File: config.mk
export PLATFORM = sky130hd
export DESIGN_NAME = sparse_pe_stream_flat
export DESIGN_NICKNAME = d
export VERILOG_FILES = /design/src/rtl/sparse_pe_stream_if.sv /design/src/rtl/sparse_pe_stream.sv /design/src/flat_wrapper.sv
export SDC_FILE = /design/constraint.sdc
export NUM_CORES = 2
export LEC_CHECK = 0
export ABC_AREA = 1
export CORE_MARGIN = 10
export CORE_UTILIZATION = 44
export DETAILED_ROUTE_END_ITERATION = 8
export GPL_TIMING_DRIVEN = 0
export PLACE_DENSITY_LB_ADDON = 0.2
export SLEW_MARGIN = 20
export SYNTH_ARGS = -nofsm -noshare
export SYNTH_HDL_FRONTEND = slang
export SYNTH_SLANG_ARGS = --single-unit
File: constraint.sdc
create_clock -name clk -period 6.25 [get_ports clk]
set_input_delay 1.25 -clock clk [delete_from_list [all_inputs] [get_ports clk]]
set_output_delay 1.25 -clock clk [all_outputs]
set_load 0.03 [all_outputs]
File: src/rtl/sparse_pe_stream_if.sv
// Handshake bundle for sparse_pe_stream: weight load, feature beat and product streams.
// slave is the processing-element side, master is the producer/consumer side.
`timescale 1ns/1ps
interface sparse_pe_stream_if #(
   parameter int LANES              = 4,
   parameter int word_length        = 8,
   parameter int col_length         = 8,
   parameter int double_word_length = 16
) ();
   logic                              w_valid, w_ready, w_last;
   logic [word_length-1:0]            w_value;
   logic [col_length-1:0]             w_row, w_col;

   logic                              f_valid, f_ready, f_last;
   logic [LANES-1:0]                  f_mask;
   logic [LANES*word_length-1:0]      f_value;
   logic [LANES*col_length-1:0]       f_rows, f_cols;
   logic [double_word_length-1:0]     f_channel;

   logic                              o_valid, o_ready, o_last;
   logic [LANES-1:0]                  o_mask;
   logic [LANES*2*word_length-1:0]    o_data;
   logic [LANES*col_length-1:0]       o_rows, o_cols;
   logic [double_word_length-1:0]     o_channel;

   modport slave (
      input  w_valid, w_last, w_value, w_row, w_col,
      input  f_valid, f_last, f_mask, f_value, f_rows, f_cols, f_channel,
      input  o_ready,
      output w_ready, f_ready,
      output o_valid, o_mask, o_data, o_rows, o_cols, o_channel, o_last
   );

   modport master (
      output w_valid, w_last, w_value, w_row, w_col,
      output f_valid, f_last, f_mask, f_value, f_rows, f_cols, f_channel,
      output o_ready,
      input  w_ready, f_ready,
      input  o_valid, o_mask, o_data, o_rows, o_cols, o_channel, o_last
   );
endinterface

File: src/rtl/sparse_pe_stream.sv
// Streaming sparse PE: buffers one channel's weights, then emits feature x weight products lane-parallel.
// Optional macro SPARSE_PE_BOUNDS_EN masks lanes whose output coordinate falls outside the output map.
`timescale 1ns/1ps
module sparse_pe_stream #(
   parameter int LANES              = 4,
   parameter int word_length        = 8,
   parameter int col_length         = 8,
   parameter int kernel_size        = 5,
   parameter int image_size         = 28,
   parameter int WDEPTH             = 32,
   parameter int double_word_length = 16
) (
   input  logic                  clk,
   input  logic                  rst,
   sparse_pe_stream_if.slave     bus,
   output logic                  busy
);
   localparam int OUT_SIZE = image_size - kernel_size + 1;
   localparam int PW       = 2 * word_length;
   localparam int WCW      = $clog2(WDEPTH + 1);
   localparam int WIW      = $clog2(WDEPTH);

   typedef enum logic [1:0] {IDLE, LOAD, FEAT, COMPUTE} state_t;

   state_t                          state_q, state_d;
   logic [WCW-1:0]                  wcount_q, wcount_d;
   logic [WIW-1:0]                  widx_q, widx_d;
   logic                            o_valid_q, o_valid_d, o_last_q, o_last_d;
   logic [LANES-1:0]                o_mask_q, o_mask_d;
   logic [LANES*PW-1:0]             o_data_q, o_data_d;
   logic [LANES*col_length-1:0]     o_rows_q, o_rows_d, o_cols_q, o_cols_d;
   logic [double_word_length-1:0]   o_channel_q, o_channel_d;

   logic [LANES-1:0]                f_mask_q, f_mask_d;
   logic [LANES*word_length-1:0]    f_value_q, f_value_d;
   logic [LANES*col_length-1:0]     f_rows_q, f_rows_d, f_cols_q, f_cols_d;
   logic [double_word_length-1:0]   f_channel_q, f_channel_d;
   logic                            f_last_q, f_last_d;

   logic signed [word_length-1:0]   wbuf_val [WDEPTH];
   logic [col_length-1:0]           wbuf_row [WDEPTH];
   logic [col_length-1:0]           wbuf_col [WDEPTH];

   logic                            w_hs, f_hs, advance, last_w;
   logic [LANES-1:0]                lane_mask;
   logic [LANES*PW-1:0]             lane_data;
   logic [LANES*col_length-1:0]     lane_rows, lane_cols;

   function automatic logic signed [PW-1:0] lane_mul(input logic signed [word_length-1:0] a,
                                                      input logic signed [word_length-1:0] b);
      logic signed [PW-1:0] ax, bx;
      ax = a;
      bx = b;
      return ax * bx;
   endfunction

`ifdef SPARSE_PE_BOUNDS_EN
   function automatic logic in_map(input logic signed [col_length-1:0] c);
      return !c[col_length-1] && (c <= $signed(col_length'(OUT_SIZE - 1)));
   endfunction
`endif

   assign bus.w_ready = ((state_q == IDLE) || (state_q == LOAD)) && (wcount_q < WCW'(WDEPTH));
   assign bus.f_ready = (state_q == FEAT);
   assign w_hs        = bus.w_valid && bus.w_ready;
   assign f_hs        = bus.f_valid && bus.f_ready;
   assign advance     = (state_q == COMPUTE) && (!o_valid_q || bus.o_ready);
   assign last_w      = (WCW'(widx_q) == wcount_q - WCW'(1));
   assign busy        = (state_q != IDLE);

   assign bus.o_valid   = o_valid_q;
   assign bus.o_mask    = o_mask_q;
   assign bus.o_data    = o_data_q;
   assign bus.o_rows    = o_rows_q;
   assign bus.o_cols    = o_cols_q;
   assign bus.o_channel = o_channel_q;
   assign bus.o_last    = o_last_q;

   // Per-lane product and coordinate difference against the currently indexed weight.
   always_comb begin
      logic signed [PW-1:0]         prod;
      logic signed [col_length-1:0] row, col;
      logic                         keep;
      lane_mask = '0;
      lane_data = '0;
      lane_rows = '0;
      lane_cols = '0;
      prod = '0;
      row  = '0;
      col  = '0;
      keep = 1'b0;
      for (int i = 0; i < LANES; i++) begin
         prod = lane_mul(f_value_q[i*word_length +: word_length], wbuf_val[widx_q]);
         row  = f_rows_q[i*col_length +: col_length] - wbuf_row[widx_q];
         col  = f_cols_q[i*col_length +: col_length] - wbuf_col[widx_q];
         keep = f_mask_q[i];
`ifdef SPARSE_PE_BOUNDS_EN
         keep = keep && in_map(row) && in_map(col);
`endif
         lane_mask[i]                           = keep;
         lane_data[i*PW +: PW]                  = keep ? prod : '0;
         lane_rows[i*col_length +: col_length]  = keep ? row  : '0;
         lane_cols[i*col_length +: col_length]  = keep ? col  : '0;
      end
   end

   always_comb begin
      state_d     = state_q;
      wcount_d    = wcount_q;
      widx_d      = widx_q;
      o_valid_d   = o_valid_q;
      o_mask_d    = o_mask_q;
      o_data_d    = o_data_q;
      o_rows_d    = o_rows_q;
      o_cols_d    = o_cols_q;
      o_channel_d = o_channel_q;
      o_last_d    = o_last_q;
      f_mask_d    = f_mask_q;
      f_value_d   = f_value_q;
      f_rows_d    = f_rows_q;
      f_cols_d    = f_cols_q;
      f_channel_d = f_channel_q;
      f_last_d    = f_last_q;

      if (o_valid_q && bus.o_ready) o_valid_d = 1'b0;

      if (w_hs) begin
         wcount_d = wcount_q + WCW'(1);
         state_d  = LOAD;
         if (bus.w_last || (wcount_q == WCW'(WDEPTH - 1))) state_d = FEAT;
      end

      if (f_hs) begin
         f_mask_d    = bus.f_mask;
         f_value_d   = bus.f_value;
         f_rows_d    = bus.f_rows;
         f_cols_d    = bus.f_cols;
         f_channel_d = bus.f_channel;
         f_last_d    = bus.f_last;
         widx_d      = '0;
         state_d     = COMPUTE;
      end

      // The output register refills only when empty or being drained, so a stall freezes widx.
      if (advance) begin
         o_valid_d   = 1'b1;
         o_mask_d    = lane_mask;
         o_data_d    = lane_data;
         o_rows_d    = lane_rows;
         o_cols_d    = lane_cols;
         o_channel_d = f_channel_q;
         o_last_d    = last_w && f_last_q;
         widx_d      = widx_q + WIW'(1);
         if (last_w) begin
            if (f_last_q) begin
               state_d  = IDLE;
               wcount_d = '0;
            end else begin
               state_d  = FEAT;
            end
         end
      end
   end

   always_ff @(posedge clk or negedge rst) begin
      if (!rst) begin
         state_q     <= IDLE;
         wcount_q    <= '0;
         widx_q      <= '0;
         o_valid_q   <= 1'b0;
         o_mask_q    <= '0;
         o_data_q    <= '0;
         o_rows_q    <= '0;
         o_cols_q    <= '0;
         o_channel_q <= '0;
         o_last_q    <= 1'b0;
      end else begin
         state_q     <= state_d;
         wcount_q    <= wcount_d;
         widx_q      <= widx_d;
         o_valid_q   <= o_valid_d;
         o_mask_q    <= o_mask_d;
         o_data_q    <= o_data_d;
         o_rows_q    <= o_rows_d;
         o_cols_q    <= o_cols_d;
         o_channel_q <= o_channel_d;
         o_last_q    <= o_last_d;
      end
   end

   always_ff @(posedge clk) begin
      f_mask_q    <= f_mask_d;
      f_value_q   <= f_value_d;
      f_rows_q    <= f_rows_d;
      f_cols_q    <= f_cols_d;
      f_channel_q <= f_channel_d;
      f_last_q    <= f_last_d;
      if (w_hs) begin
         wbuf_val[wcount_q[WIW-1:0]] <= bus.w_value;
         wbuf_row[wcount_q[WIW-1:0]] <= bus.w_row;
         wbuf_col[wcount_q[WIW-1:0]] <= bus.w_col;
      end
   end
endmodule
File: src/flat_wrapper.sv
// flat-port wrapper written by rule: the top's interface ports become plain ports
module sparse_pe_stream_flat 
#(
   parameter int LANES              = 4,
   parameter int word_length        = 8,
   parameter int col_length         = 8,
   parameter int kernel_size        = 5,
   parameter int image_size         = 28,
   parameter int WDEPTH             = 32,
   parameter int double_word_length = 16
)
  (clk, rst, busy, bus_w_valid, bus_w_last, bus_w_value, bus_w_row, bus_w_col, bus_f_valid, bus_f_last, bus_f_mask, bus_f_value, bus_f_rows, bus_f_cols, bus_f_channel, bus_o_ready, bus_w_ready, bus_f_ready, bus_o_valid, bus_o_mask, bus_o_data, bus_o_rows, bus_o_cols, bus_o_channel, bus_o_last);
  sparse_pe_stream_if #(.LANES(LANES), .word_length(word_length), .col_length(col_length), .double_word_length(double_word_length)) bus_i ();
  input  logic clk;
  input  logic rst;
  output logic busy;
  input wire logic [$bits(bus_i.w_valid)-1:0] bus_w_valid;
  input wire logic [$bits(bus_i.w_last)-1:0] bus_w_last;
  input wire logic [$bits(bus_i.w_value)-1:0] bus_w_value;
  input wire logic [$bits(bus_i.w_row)-1:0] bus_w_row;
  input wire logic [$bits(bus_i.w_col)-1:0] bus_w_col;
  input wire logic [$bits(bus_i.f_valid)-1:0] bus_f_valid;
  input wire logic [$bits(bus_i.f_last)-1:0] bus_f_last;
  input wire logic [$bits(bus_i.f_mask)-1:0] bus_f_mask;
  input wire logic [$bits(bus_i.f_value)-1:0] bus_f_value;
  input wire logic [$bits(bus_i.f_rows)-1:0] bus_f_rows;
  input wire logic [$bits(bus_i.f_cols)-1:0] bus_f_cols;
  input wire logic [$bits(bus_i.f_channel)-1:0] bus_f_channel;
  input wire logic [$bits(bus_i.o_ready)-1:0] bus_o_ready;
  output wire logic [$bits(bus_i.w_ready)-1:0] bus_w_ready;
  output wire logic [$bits(bus_i.f_ready)-1:0] bus_f_ready;
  output wire logic [$bits(bus_i.o_valid)-1:0] bus_o_valid;
  output wire logic [$bits(bus_i.o_mask)-1:0] bus_o_mask;
  output wire logic [$bits(bus_i.o_data)-1:0] bus_o_data;
  output wire logic [$bits(bus_i.o_rows)-1:0] bus_o_rows;
  output wire logic [$bits(bus_i.o_cols)-1:0] bus_o_cols;
  output wire logic [$bits(bus_i.o_channel)-1:0] bus_o_channel;
  output wire logic [$bits(bus_i.o_last)-1:0] bus_o_last;
  assign bus_i.w_valid = bus_w_valid;
  assign bus_i.w_last = bus_w_last;
  assign bus_i.w_value = bus_w_value;
  assign bus_i.w_row = bus_w_row;
  assign bus_i.w_col = bus_w_col;
  assign bus_i.f_valid = bus_f_valid;
  assign bus_i.f_last = bus_f_last;
  assign bus_i.f_mask = bus_f_mask;
  assign bus_i.f_value = bus_f_value;
  assign bus_i.f_rows = bus_f_rows;
  assign bus_i.f_cols = bus_f_cols;
  assign bus_i.f_channel = bus_f_channel;
  assign bus_i.o_ready = bus_o_ready;
  assign bus_w_ready = bus_i.w_ready;
  assign bus_f_ready = bus_i.f_ready;
  assign bus_o_valid = bus_i.o_valid;
  assign bus_o_mask = bus_i.o_mask;
  assign bus_o_data = bus_i.o_data;
  assign bus_o_rows = bus_i.o_rows;
  assign bus_o_cols = bus_i.o_cols;
  assign bus_o_channel = bus_i.o_channel;
  assign bus_o_last = bus_i.o_last;
  sparse_pe_stream #(.LANES(LANES), .word_length(word_length), .col_length(col_length), .kernel_size(kernel_size), .image_size(image_size), .WDEPTH(WDEPTH), .double_word_length(double_word_length)) u_core (.clk(clk), .rst(rst), .bus(bus_i), .busy(busy));
endmodule
==> summary.md <==
| Metric | Value |
|---|---|
| Outcome | `complete, no violations` |
| Cell variety after synth | `45` |
| Hold buffer count at cts | `0` |
| Die Span X | `363.8 um` |
| Post-Layout Cell Count | `6687` |
| Initial antenna violation count | `11` |
| Vias per inst | `5.730` |
| Slew @ Worst Pin | `1162 ps` |
| Input/output buffers | `299` |
| Syn nets | `5147` |
| Most frequent cell after synthesis | `edfxtp_1` |
| Syn Area/Cell | `11.32 sq um` |
| Largest net degree at the start of global routing | `95` |
| Rows | `126` |
| Clock Tree Buf Depth | `3` |
| Clk sinks | `1048` |
| Skew final | `49.21 ps` |
| Critical-path maximum fanout | `13` |
| Async set or reset register ratio after synthesis | `15.55%` |
| Tot GR Track Use | `26.48%` |
| Slew Viols, Final | `0` |
| Sequential cell area fraction in the yosys report | `58.93%` |
| Mapped Area | `0.05202 sq mm` |
| Post-DP HPWL | `128500 um` |
| Crit path time final | `6081 ps` |
| CP required | `6860 ps` |
| Detail-routed net length per standard cell | `26.71 um` |
| Worst path max stage delay | `550 ps` |
| Post-Place Cells | `6474` |
| Clock-pin slew on the worst setup and hold paths | `60 ps` |
| Fmax | `164.4 MHz` |
| # IOs | `300` |
| DRT Wirelength | `178600 um` |
| Final hold viol count | `0` |
| CTS Buf Count | `108` |
| Min-delay worst type | `input port to asynchronous set/reset pin` |
| Final setup vio count | `0` |
| Starting density of the core | `44.17%` |
| CTS root buffer | `clkbuf_16` |
| Iteration-0 DRC Markers | `4461` |
| Delay-heaviest family, CP | `adder cells` |
| Syn-to-layout area delta | `19.42%` |
| Kind of critical path | `flip-flop to flip-flop` |
| Drt pass-1 iters | `6` |
| Syn. warnings | `0` |
| Final Wtd Congestion | `0.9078` |
| Worst EP arrival | `6690 ps` |
| Yosys top cell area share | `51.09%` |
| Grt ovf | `0` |
| Core area | `0.1178 sq mm` |
| Area contributors post-synth | `edfxtp_1 51%, fa_1 8.8%, dfrtp_1 7.8%` |
| CP dominant cell by count | `fa_1` |
| Most Crowded Layer GR | `met2` |
| Critical Path Start Type | `flip-flop` |
| Met3 Usage GRT | `4.336%` |
| Area of the multi-input gates | `0.01892 sq mm` |
| FF/Latch Area | `0.03066 sq mm` |
| Layout Utilization | `52.75%` |
| Final period util | `97.30%` |
| Final Net Count | `5608` |
| GR Util met2 | `42.81%` |
| Vias | `38319` |
| Filler Cells Inserted | `10153` |
| Crit-path cells | `clkinvlp_4 -> buf_12 -> clkbuf_2 -> o21ai_1 -> o221ai_2 -> nand3_1 -> nand3_4 -> nand2_8 -> buf_6 -> nor2_1 -> fa_1 -> inv_1 -> fa_1 -> fa_1 -> inv_1 -> fa_1 -> ha_1 -> inv_1 -> nor3_1 -> o21ai_0 -> nand4_1 -> a21oi_1 -> o21ai_2 -> nand2_1` |
| Synth Register Bits | `1048` |
| Leading area contributor after synthesis | `edfxtp_1` |
| Post-synth EDFFs | `885` |
| First-pass GRT wire length | `255800 um` |
| Slew HR | `22.56%` |
| Worst skew pair latency | `750 ps` |
| Critical Path End Type | `flip-flop` |
| ANT nets after route | `0` |
| Crit path buffers/inverters | `7` |
| Die area | `0.1324 sq mm` |
| Layout cells sized above 1 | `8.631%` |
| CTS tree | `built` |
| Htree depth | `3` |
| Primary FF master, synth | `edfxtp_1` |
| Synth top cells by count | `885 x edfxtp_1, 681 x nor2_1, 521 x nand2_1` |
| Vias in the first global route | `37305` |
| DRC violations left | `0` |
| Post-Syn Instances | `4594` |
| Die H | `363.8 um` |
| Met1 Track Usage GR | `34.52%` |
| Max-cap viol count | `0` |
| CP max-delay cell | `fa_1` |
metrics by stage:
step | area [sq um] | setup TNS (ps) | hold WS, ps | setup WS, ps
global route | 62110 | -64.74 | 421.3 | -16.11
detailed placement | 58190 | -10920 | 426.8 | -785.9
finish | 62120 | 0 | 413.9 | 168.8
global placement | 56930 | -710060 | 422.3 | -3979
floorplan | 52020 | 0 | 418.4 | 1159
CTS | 61900 | 0 | 396.0 | 1.561
logic make-up (layout without fill, tap and decap cells):
family                   Yosys count  in the layout  synth area share, %
AND/OR/NAND/NOR                 1501           1501                11.69
flip-flops                      1048           1048                58.93
AO/OA/AOI/OAI                    866            866                9.924
buffers and inverters            727           1277                5.626
adder cells (fa/ha/maj)          406            406                13.06
XOR/XNOR                          46             46               0.7745
other                              0              7                    0
metal layers:
layer | vias to the layer above | wire length, um
li1 | 16812 | -
met1 | 18978 | 69190
met2 | 2118 | 83700
met3 | 407 | 16050
met4 | 4 | 9605
met5 | - | 30
worst paths after layout:
check	start	endpoint	slack, ps	depth (start not counted)
worst min-delay path	rst	u_core.bus.o_data[21]$_DFFE_PN0P_	410	1
worst max-delay path	u_core.widx_q[0]$_DFFE_PN0P_	u_core.bus.o_data[62]$_DFFE_PN0P_	170	24
max in group asynchronous	rst	u_core.bus.o_rows[19]$_DFFE_PN0P_	4770	3
worst max register to register	u_core.widx_q[0]$_DFFE_PN0P_	u_core.bus.o_data[62]$_DFFE_PN0P_	170	24
min in group clk	u_core.f_channel_q[7]$_DFFE_PP_	u_core.bus.o_channel[7]$_DFFE_PN0P_	440	2
worst min register to register	u_core.f_channel_q[7]$_DFFE_PP_	u_core.bus.o_channel[7]$_DFFE_PN0P_	440	2
flip-flops by register name, summed over array words and instances, names as in the netlist, 16 cells and up:
signal,flops
u_core.bus.o_channel,16
u_core.f_value_q,32
u_core.wbuf_row,256
u_core.f_rows_q,32
u_core.f_channel_q,16
u_core.bus.o_data,64
u_core.wbuf_col,256
u_core.wbuf_val,256
u_core.bus.o_rows,32
u_core.bus.o_cols,32
u_core.f_cols_q,32
layout by cell type (no fill, tap or decap), types with 29 or more instances in the layout:
master	n
dfrtp_1	161
ha_1	176
buf_16	29
nand2_1	517
nor2_4	31
nand3_1	256
nor2_1	647
o22ai_1	53
clkdlybuf4s50_1	274
buf_4	30
o221ai_1	121
a22o_1	31
buf_2	63
a21oi_1	82
inv_1	501
xnor2_1	36
fa_1	224
clkbuf_16	110
edfxtp_1	885
clkbuf_1	124
o21ai_0	477
final cells by class:
cell class	count	share of cell area, %
Antenna cell	7	0.02820
Inverter	507	3.082
Sequential cell	1048	49.35
Clock inverter	62	1.051
Tap cell	1536	3.094
Clock buffer	137	4.594
Timing Repair Buffer	353	6.474
Buffer	218	1.863
Multi-Input combinational cell	2819	30.46
repair_timing:
item,in CTS,in global routing
resized for setup,52,99
setup buffers,4,5
setup endpoints to repair,35,27
pin swaps,2,9
gates cloned,0,0
Power is not shown: default switching activity piles up to over one toggle a cycle in this logic, so the estimate is an artifact.
